File: config.mk
export PLATFORM = sky130hd
export DESIGN_NAME = reg_file_mp
export DESIGN_NICKNAME = d
export VERILOG_FILES = /design/src/rtl/reg_file_mp.sv
export SDC_FILE = /design/constraint.sdc
export NUM_CORES = 2
export LEC_CHECK = 0
export CORE_AREA = 2 2 398 440
export DETAILED_ROUTE_END_ITERATION = 16
export DIE_AREA = 0 0 400 442
export GPL_TIMING_DRIVEN = 0
export MAX_ROUTING_LAYER = met4
export PLACE_DENSITY = 0.6
export SETUP_SLACK_MARGIN = 0.02
export SLEW_MARGIN = 20
export SYNTH_ARGS = -nofsm -noshare
export SYNTH_HDL_FRONTEND = slang
export SYNTH_SLANG_ARGS = --single-unit
File: constraint.sdc
create_clock -name clk -period 38.1 [get_ports clk]
set_input_delay 5.715 -clock clk [delete_from_list [all_inputs] [get_ports clk]]
set_output_delay 5.715 -clock clk [all_outputs]
set_load 0.02 [all_outputs]
File: src/rtl/reg_file_mp.sv
// reg_file_mp: multi-port register file with pending scoreboard.
//   Two prioritised write ports (w1 beats w0 on the same address), NUM_RD
//   combinational read ports, an optional hardwired zero entry, optional
//   same-cycle write-to-read bypass and one pending bit per entry.
// Ports:
//   clk, rst        rising-edge clock, asynchronous active-high reset
//   raddr_i         packed read addresses, port i at [i*ADDR_W +: ADDR_W]
//   rdata_o         packed read data, port i at [i*DATA_W +: DATA_W] (comb)
//   rpend_o         pending bit of each addressed entry (comb)
//   w0_*_i          write port 0 (ALU writeback)
//   w1_*_i          write port 1 (load writeback, higher priority)
//   iss_en_i/addr_i issue: mark destination entry pending
//   pend_cnt_o      registered number of pending entries
module reg_file_mp #(
  parameter int unsigned DATA_W   = 32,
  parameter int unsigned ADDR_W   = 5,
  parameter int unsigned NUM_RD   = 2,
  parameter int unsigned ZERO_REG = 1,
  parameter int unsigned BYPASS   = 1
) (
  input  logic                       clk,
  input  logic                       rst,
  input  logic [NUM_RD*ADDR_W-1:0]   raddr_i,
  output logic [NUM_RD*DATA_W-1:0]   rdata_o,
  output logic [NUM_RD-1:0]          rpend_o,
  input  logic                       w0_en_i,
  input  logic [ADDR_W-1:0]          w0_addr_i,
  input  logic [DATA_W-1:0]          w0_data_i,
  input  logic                       w1_en_i,
  input  logic [ADDR_W-1:0]          w1_addr_i,
  input  logic [DATA_W-1:0]          w1_data_i,
  input  logic                       iss_en_i,
  input  logic [ADDR_W-1:0]          iss_addr_i,
  output logic [ADDR_W:0]            pend_cnt_o
);

  localparam int unsigned DEPTH = 1 << ADDR_W;
  localparam int unsigned CNT_W = ADDR_W + 1;

  logic [DATA_W-1:0] mem_q [DEPTH];
  logic [DATA_W-1:0] mem_d [DEPTH];
  logic [DEPTH-1:0]  pend_q;
  logic [DEPTH-1:0]  pend_d;
  logic [CNT_W-1:0]  pend_cnt_q;
  logic [CNT_W-1:0]  pend_cnt_d;

  // Effective write/issue strobes; the zero entry swallows both.
  logic w0_ok, w1_ok, iss_ok;
  assign w0_ok  = w0_en_i  && !((ZERO_REG != 0) && (w0_addr_i  == '0));
  assign w1_ok  = w1_en_i  && !((ZERO_REG != 0) && (w1_addr_i  == '0));
  assign iss_ok = iss_en_i && !((ZERO_REG != 0) && (iss_addr_i == '0));

  // Array next state: w1 applied last so it wins an address conflict.
  always_comb begin
    mem_d = mem_q;
    if (w0_ok) mem_d[w0_addr_i] = w0_data_i;
    if (w1_ok) mem_d[w1_addr_i] = w1_data_i;
  end

  // Scoreboard next state: clears first, then issue so set wins.
  always_comb begin
    pend_d = pend_q;
    if (w0_ok)  pend_d[w0_addr_i]  = 1'b0;
    if (w1_ok)  pend_d[w1_addr_i]  = 1'b0;
    if (iss_ok) pend_d[iss_addr_i] = 1'b1;
  end

  // Population count of the next scoreboard, registered alongside it.
  always_comb begin
    pend_cnt_d = '0;
    for (int unsigned i = 0; i < DEPTH; i++) begin
      pend_cnt_d = pend_cnt_d + CNT_W'(pend_d[i]);
    end
  end

  always_ff @(posedge clk or posedge rst) begin
    if (rst) begin
      mem_q      <= '{default: '0};
      pend_q     <= '0;
      pend_cnt_q <= '0;
    end else begin
      mem_q      <= mem_d;
      pend_q     <= pend_d;
      pend_cnt_q <= pend_cnt_d;
    end
  end

  assign pend_cnt_o = pend_cnt_q;

  // Read ports: array value, optional bypass, zero entry, reset gating.
  for (genvar g = 0; g < NUM_RD; g++) begin : g_rd
    logic [ADDR_W-1:0] ra;
    logic [DATA_W-1:0] rd;
    logic              rp;
    logic              hit0, hit1, hit_iss;

    assign ra      = raddr_i[g*ADDR_W +: ADDR_W];
    assign hit0    = w0_en_i  && (w0_addr_i  == ra);
    assign hit1    = w1_en_i  && (w1_addr_i  == ra);
    assign hit_iss = iss_en_i && (iss_addr_i == ra);

    always_comb begin
      rd = mem_q[ra];
      rp = pend_q[ra];
      if (BYPASS != 0) begin
        if (hit1)      rd = w1_data_i;
        else if (hit0) rd = w0_data_i;
        // A same-cycle write retires the producer unless a new one issues.
        if ((hit0 || hit1) && !hit_iss) rp = 1'b0;
      end
      if ((ZERO_REG != 0) && (ra == '0)) begin
        rd = '0;
        rp = 1'b0;
      end
      // Bypassed write data must not leak out while reset is held.
      if (rst) begin
        rd = '0;
        rp = 1'b0;
      end
    end

    assign rdata_o[g*DATA_W +: DATA_W] = rd;
    assign rpend_o[g]                  = rp;
  end

endmodule
Word level (Yosys, flattened, before mapping)
Cells that the tools add are included.
{"block": "totals", "word_cells": 163, "ff_bits": 1062, "output_inout_bits": 72, "input_bits": 94}
{"block": "op_classes", "bitwise_logic": 9, "add_sub_neg": 31, "n_lt_le_gt_ge": 14, "n_mux": 41, "n_eq_ne": 6, "reduce_logical": 28}
{"op": "$bwmux 1024", "count": 2}
{"op": "$mux 1024", "count": 2}
{"op": "$mux 32", "count": 17}
{"op": "$bmux 32 s5", "count": 2}
{"op": "$demux 32 s5", "count": 2}
{"op": "$add 6x1->6", "count": 26}
{"op": "$and 32x32->32", "count": 2}
{"op": "$not 32->32", "count": 2}
{"op": "$or 32x32->32", "count": 1}
{"op": "$eq 5x5->1", "count": 6}
{"op": "$lt 5x6->1 const B", "count": 5}
{"op": "$logic_not 5->1", "count": 5}
{"op": "$ge 6x6->1 const B", "count": 4}
{"op": "$not 5->6", "count": 4}
{"op": "$logic_and 1x1->1", "count": 16}
{"op": "$demux 1 s5", "count": 3}
{"op": "$ge 5x1->1 const B", "count": 3}
{"op": "$lt 6x1->1 const B", "count": 2}
{"op": "$mux 1", "count": 11}
{"op": "$bmux 1 s5", "count": 2}
{"op": "$add 5x1->6", "count": 1}
{"op": "$add 4x1->5", "count": 1}
{"op": "$logic_not 1->1", "count": 5}
{"op": "$add 3x1->4", "count": 1}
{"op": "other kinds (3)", "count": 4}

Logic depth before layout (Yosys ltp)
{"block": "depth", "depth_word": 42, "ltp_mapped": 24, "depth_no_buf": 22}

Worst setup path before layout
No wires, ideal clock.
{"block": "synth_timing", "path_kind": "input to output", "startpoint": "input rst", "endpoint": "output rdata_o[11]", "n_path_buf": 0, "setup_slack_ns": -2.006, "required_time_ns": 32.385, "arrival_ns": 34.391, "cell_stages": 3, "cell_sequence": "inv_1 nand2_1 o32ai_1"}
{"block": "synth_via", "elab_chain_len": 1}
{"element": "start, declared", "line": "22", "source": "input logic rst,"}
{"element": "$mux 32", "line": "116", "source": "if (rst) begin"}
{"element": "end, declared", "line": "24", "source": "output logic [NUM_RD*DATA_W-1:0] rdata_o,"}
No other way between the ends.

Final worst setup path
{"block": "layout_timing", "startpoint": "input raddr_i[2]", "endpoint": "output rdata_o[20]"}
{"block": "layout_via", "elab_chain_len": 8, "elab_cells_between_ends": 13, "cone_classes": "eq/ne (2); mux (7); bitwise (1); reduce/logical (3)"}
{"element": "start, declared", "line": "23", "source": "input logic [NUM_RD*ADDR_W-1:0] raddr_i,"}
{"element": "$not 5->6 (implied by the code)", "line": "103", "source": "rd = mem_q[ra];"}
{"element": "$bmux 32 s5", "line": "103"}
{"element": "$mux 32 (implied by the code) (2 in series)", "line": "103"}
{"element": "$mux 32", "line": "107", "source": "else if (hit0) rd = w0_data_i;"}
{"element": "$mux 32", "line": "106", "source": "if (hit1) rd = w1_data_i;"}
{"element": "$mux 32 *", "line": "111", "source": "if ((ZERO_REG != 0) && (ra == '0)) begin"}
{"element": "$mux 32 *", "line": "116"}
Every way passes the cells marked *; elsewhere a longest branch is shown, timed or not. The select of a mux whose other input is x is not followed.

==> impl_metrics.json <==
{
  "wire_per_inst_um": 55.49,
  "most-common-layout-cells": "dfrtp_1 (1062), mux2i_1 (873), nand2_1 (860)",
  "routabilityCongestion": 1.169,
  "syn2layout_area_growth_pct": 15.42,
  "fin_ws_ns": 20.36,
  "first_global_vias": 65680,
  "synthesis.nets": 6913,
  "clock_latency_ns": 0.85,
  "ys_seq_area_share_pct": 38.79,
  "ys.flop_type": "dfrtp_1",
  "grt_overflow": 0,
  "holdBufCountCts": 0,
  "cts-htree-levels": 4,
  "outcome": "finished, violations left",
  "routed_via_density": 7.608,
  "drive_gt1_share_pct": 17.84,
  "stdcell_area_sq_um": 79070,
  "cts_buffers": 134,
  "irDropWorstVdd_uv": 256.0,
  "clk_path_buf_depth": 3,
  "power.density_nw_per_um2": 60.09,
  "p_leak_nw": 32.18,
  "critPathMaxFanout": 14,
  "cts_tree": "done",
  "p_int_mw": 2.897,
  "p_comb_share_pct": 32.9,
  "crit_type": "in2out",
  "final_nets": 7215,
  "cts_setup_buffers": 0,
  "slew_headroom_pct": 2.107,
  "swShare_pct": 39.03,
  "drv_cap": 1,
  "wirelength_mm": 533.9,
  "cts_resized": 0,
  "p_seq_share_pct": 36.9,
  "synth_edf_count": 0,
  "clk_pin_slew_ns": 0.06,
  "total_power_mw": 4.751,
  "async_reset_ff_share_pct": 100.0,
  "first_iter_violations": 15610,
  "dp.final_hpwl_mm": 400.6,
  "preCtsSetupSlack_ns": 21.32,
  "place_area_sq_um": 73830,
  "crit_arrival_ns": 12.03,
  "setup_violations": 0,
  "layout_commonest_cell": "dfrtp_1",
  "hold_slack_ns": 0.4936,
  "worst_setup_path_start_kind": "input port",
  "postSynthAreaPerCell_sq_um": 10.09,
  "drcViolationCount": 0,
  "max_slew.worst_pin.slew_ns": 1.460,
  "vias": 73200,
  "pwr-share-clk_pct": 30.2,
  "finalHoldViolCount": 0,
  "fin_util_pct": 45.93,
  "clock-sinks": 1062,
  "p_switching_mw": 1.855,
  "worstPathRequired_ns": 32.38,
  "die_h_um": 442,
  "start_util_pct": 39.79,
  "violations": "max-capacitance violations",
  "io_buffers": 89,
  "period_share_pct": 46.57,
  "ys_warn_count": 0,
  "antenna_found_initial": 82,
  "netlist_instances": 6788,
  "first_pass_iters": 12,
  "ys_ff_latch": 1062,
  "rsz0062_at_grt": "false",
  "fp.dieW_um": 400,
  "slew_violations": 0,
  "fin_crit_ns": 17.74,
  "grt_max_degree": 34,
  "worst_setup_path_end_kind": "output port",
  "ys_types": 77,
  "rows": 160,
  "drtAntennaViolNets": 0,
  "ctsRootBufferMaster": "clkbuf_16",
  "grt.total_usage_pct": 60.79,
  "io-pin-count": 166,
  "skew_ns": 0.01295,
  "fp.dieArea_sq_um": 176800,
  "max_freq_mhz": 56.36,
  "grt_pass1_wl_mm": 676.3,
  "core_area_sq_um": 172200,
  "syn_area_sq_um": 68510,
  "hold_class": "reg2reg"
}
==> power by group through the flow <==
stage | Combinational (mW) | Sequential [mW] | Clock [mW]
after floorplan | 0.964 | 1.59 | 0
after CTS | 1.47 | 1.71 | 1.41
after global routing | 1.62 | 1.75 | 1.45
after detailed placement | 1.46 | 1.72 | 0
final | 1.56 | 1.75 | 1.43
after global placement | 1.42 | 1.72 | 0
==> per-layer routing <==
layer / GRT usage [%] / share of wire [%] / up-vias
li1: - / - / 25610
met1: 69.09 / 34 / 36660
met2: 74.28 / 38 / 8398
met3: 37.13 / 18 / 2543
met4: 49.20 / 10 / 0
met5: - / 0 / -
==> cells by family (layout without fill, tap and decap cells) <==
logic type	count (synthesis)	count (layout)	share of synthesized area (%)
compound gates	1667	1667	14.70
mux	1423	1423	29.09
fa+ha+maj	31	31	0.8292
simple gates	1647	1647	10.01
buf+inv	925	1336	6.159
other cells	0	155	0
flops	1062	1062	38.79
xor+xnor	33	33	0.4219
==> flip-flops by register name (all words and copies together), names as in the netlist <==
| signal | count |
|---|---|
| pend_cnt_o | 6 |
| mem_q | 1024 |
| pend_q | 32 |
==> cell usage after synthesis (all sizes together), types with 7 or more instances <==
cell	number	area, sq um
a22o	46	402.9
nand3	22	145.1
mux4	443	9985
and2	18	112.6
a32oi	117	1025
fa	24	480.5
o221ai	46	402.9
inv	60	225.2
o21ai	618	3093
a211o	18	157.7
clkbuf	509	1913
mux2	107	1205
o22ai	97	606.8
a211oi	41	312.8
a2bb2oi	37	324.1
or2	9	56.30
o32ai	20	175.2
nand2b	8	50.05
and3	14	87.58
mux2i	873	8738
a21oi	440	2206
nor3	80	410.4
nor2	551	2143
a31oi	92	575.6
a32o	10	100.1
buf	356	2081
ha	7	87.58
or3b	10	87.58
nand3b	9	71.32
nand4	20	131.4
nor2b	17	106.4
dfrtp	1062	26580
nor3b	9	77.57
nand2	863	3247
a221oi	18	157.7
a22oi	32	245.2
xnor2	25	219.0
xor2	8	70.07
==> final cells by class <==
class	count	area (sq um)
Inverter	60	229.0
Clock buffer	189	3904
Tap cell	2268	2838
Fill cell	16490	93100
Antenna cell	155	387.9
Clock inverter	56	800.8
Multi-Input combinational cell	4801	37870
Sequential cell	1062	26580
Buffer	865	4090
Timing Repair Buffer	166	2374
==> path summary, 6_finish.rpt <==
check	depth (start not counted)	startpoint	slack [ns]	endpoint
worst max-delay path	10	raddr_i[2]	20.36	rdata_o[20]
worst min-delay path	1	mem_q[1010]	0.49	mem_q[1010]
worst max register to register	18	pend_q[5]	32.76	pend_cnt_o[4]
worst min register to register	1	mem_q[1010]	0.49	mem_q[1010]
max in group asynchronous	9	rst	30.02	mem_q[468]
min in group asynchronous	2	rst	6.00	mem_q[689]
==> through the flow <==
| step | TNS (ns) | cells |
|---|---|---|
| after floorplan | 0 | 6788 |
| after global placement | -161.43 | 9145 |
| after detailed placement | 0 | 9217 |
| after CTS | 0 | 9462 |
| after global routing | 0 | 9580 |
| final | 0 | 9622 |
==> critical path: stages <==
cell             delay, ns
clkdlybuf4s50_1       0.54
buf_2                 0.59
buf_2                 0.59
nand3b_2              0.98
buf_2                 0.80
o22ai_1               0.31
a211oi_1              0.18
a211o_1               0.35
a31oi_1               1.07
clkdlybuf4s50_1       0.85
Power figures use the tool's default switching activity.
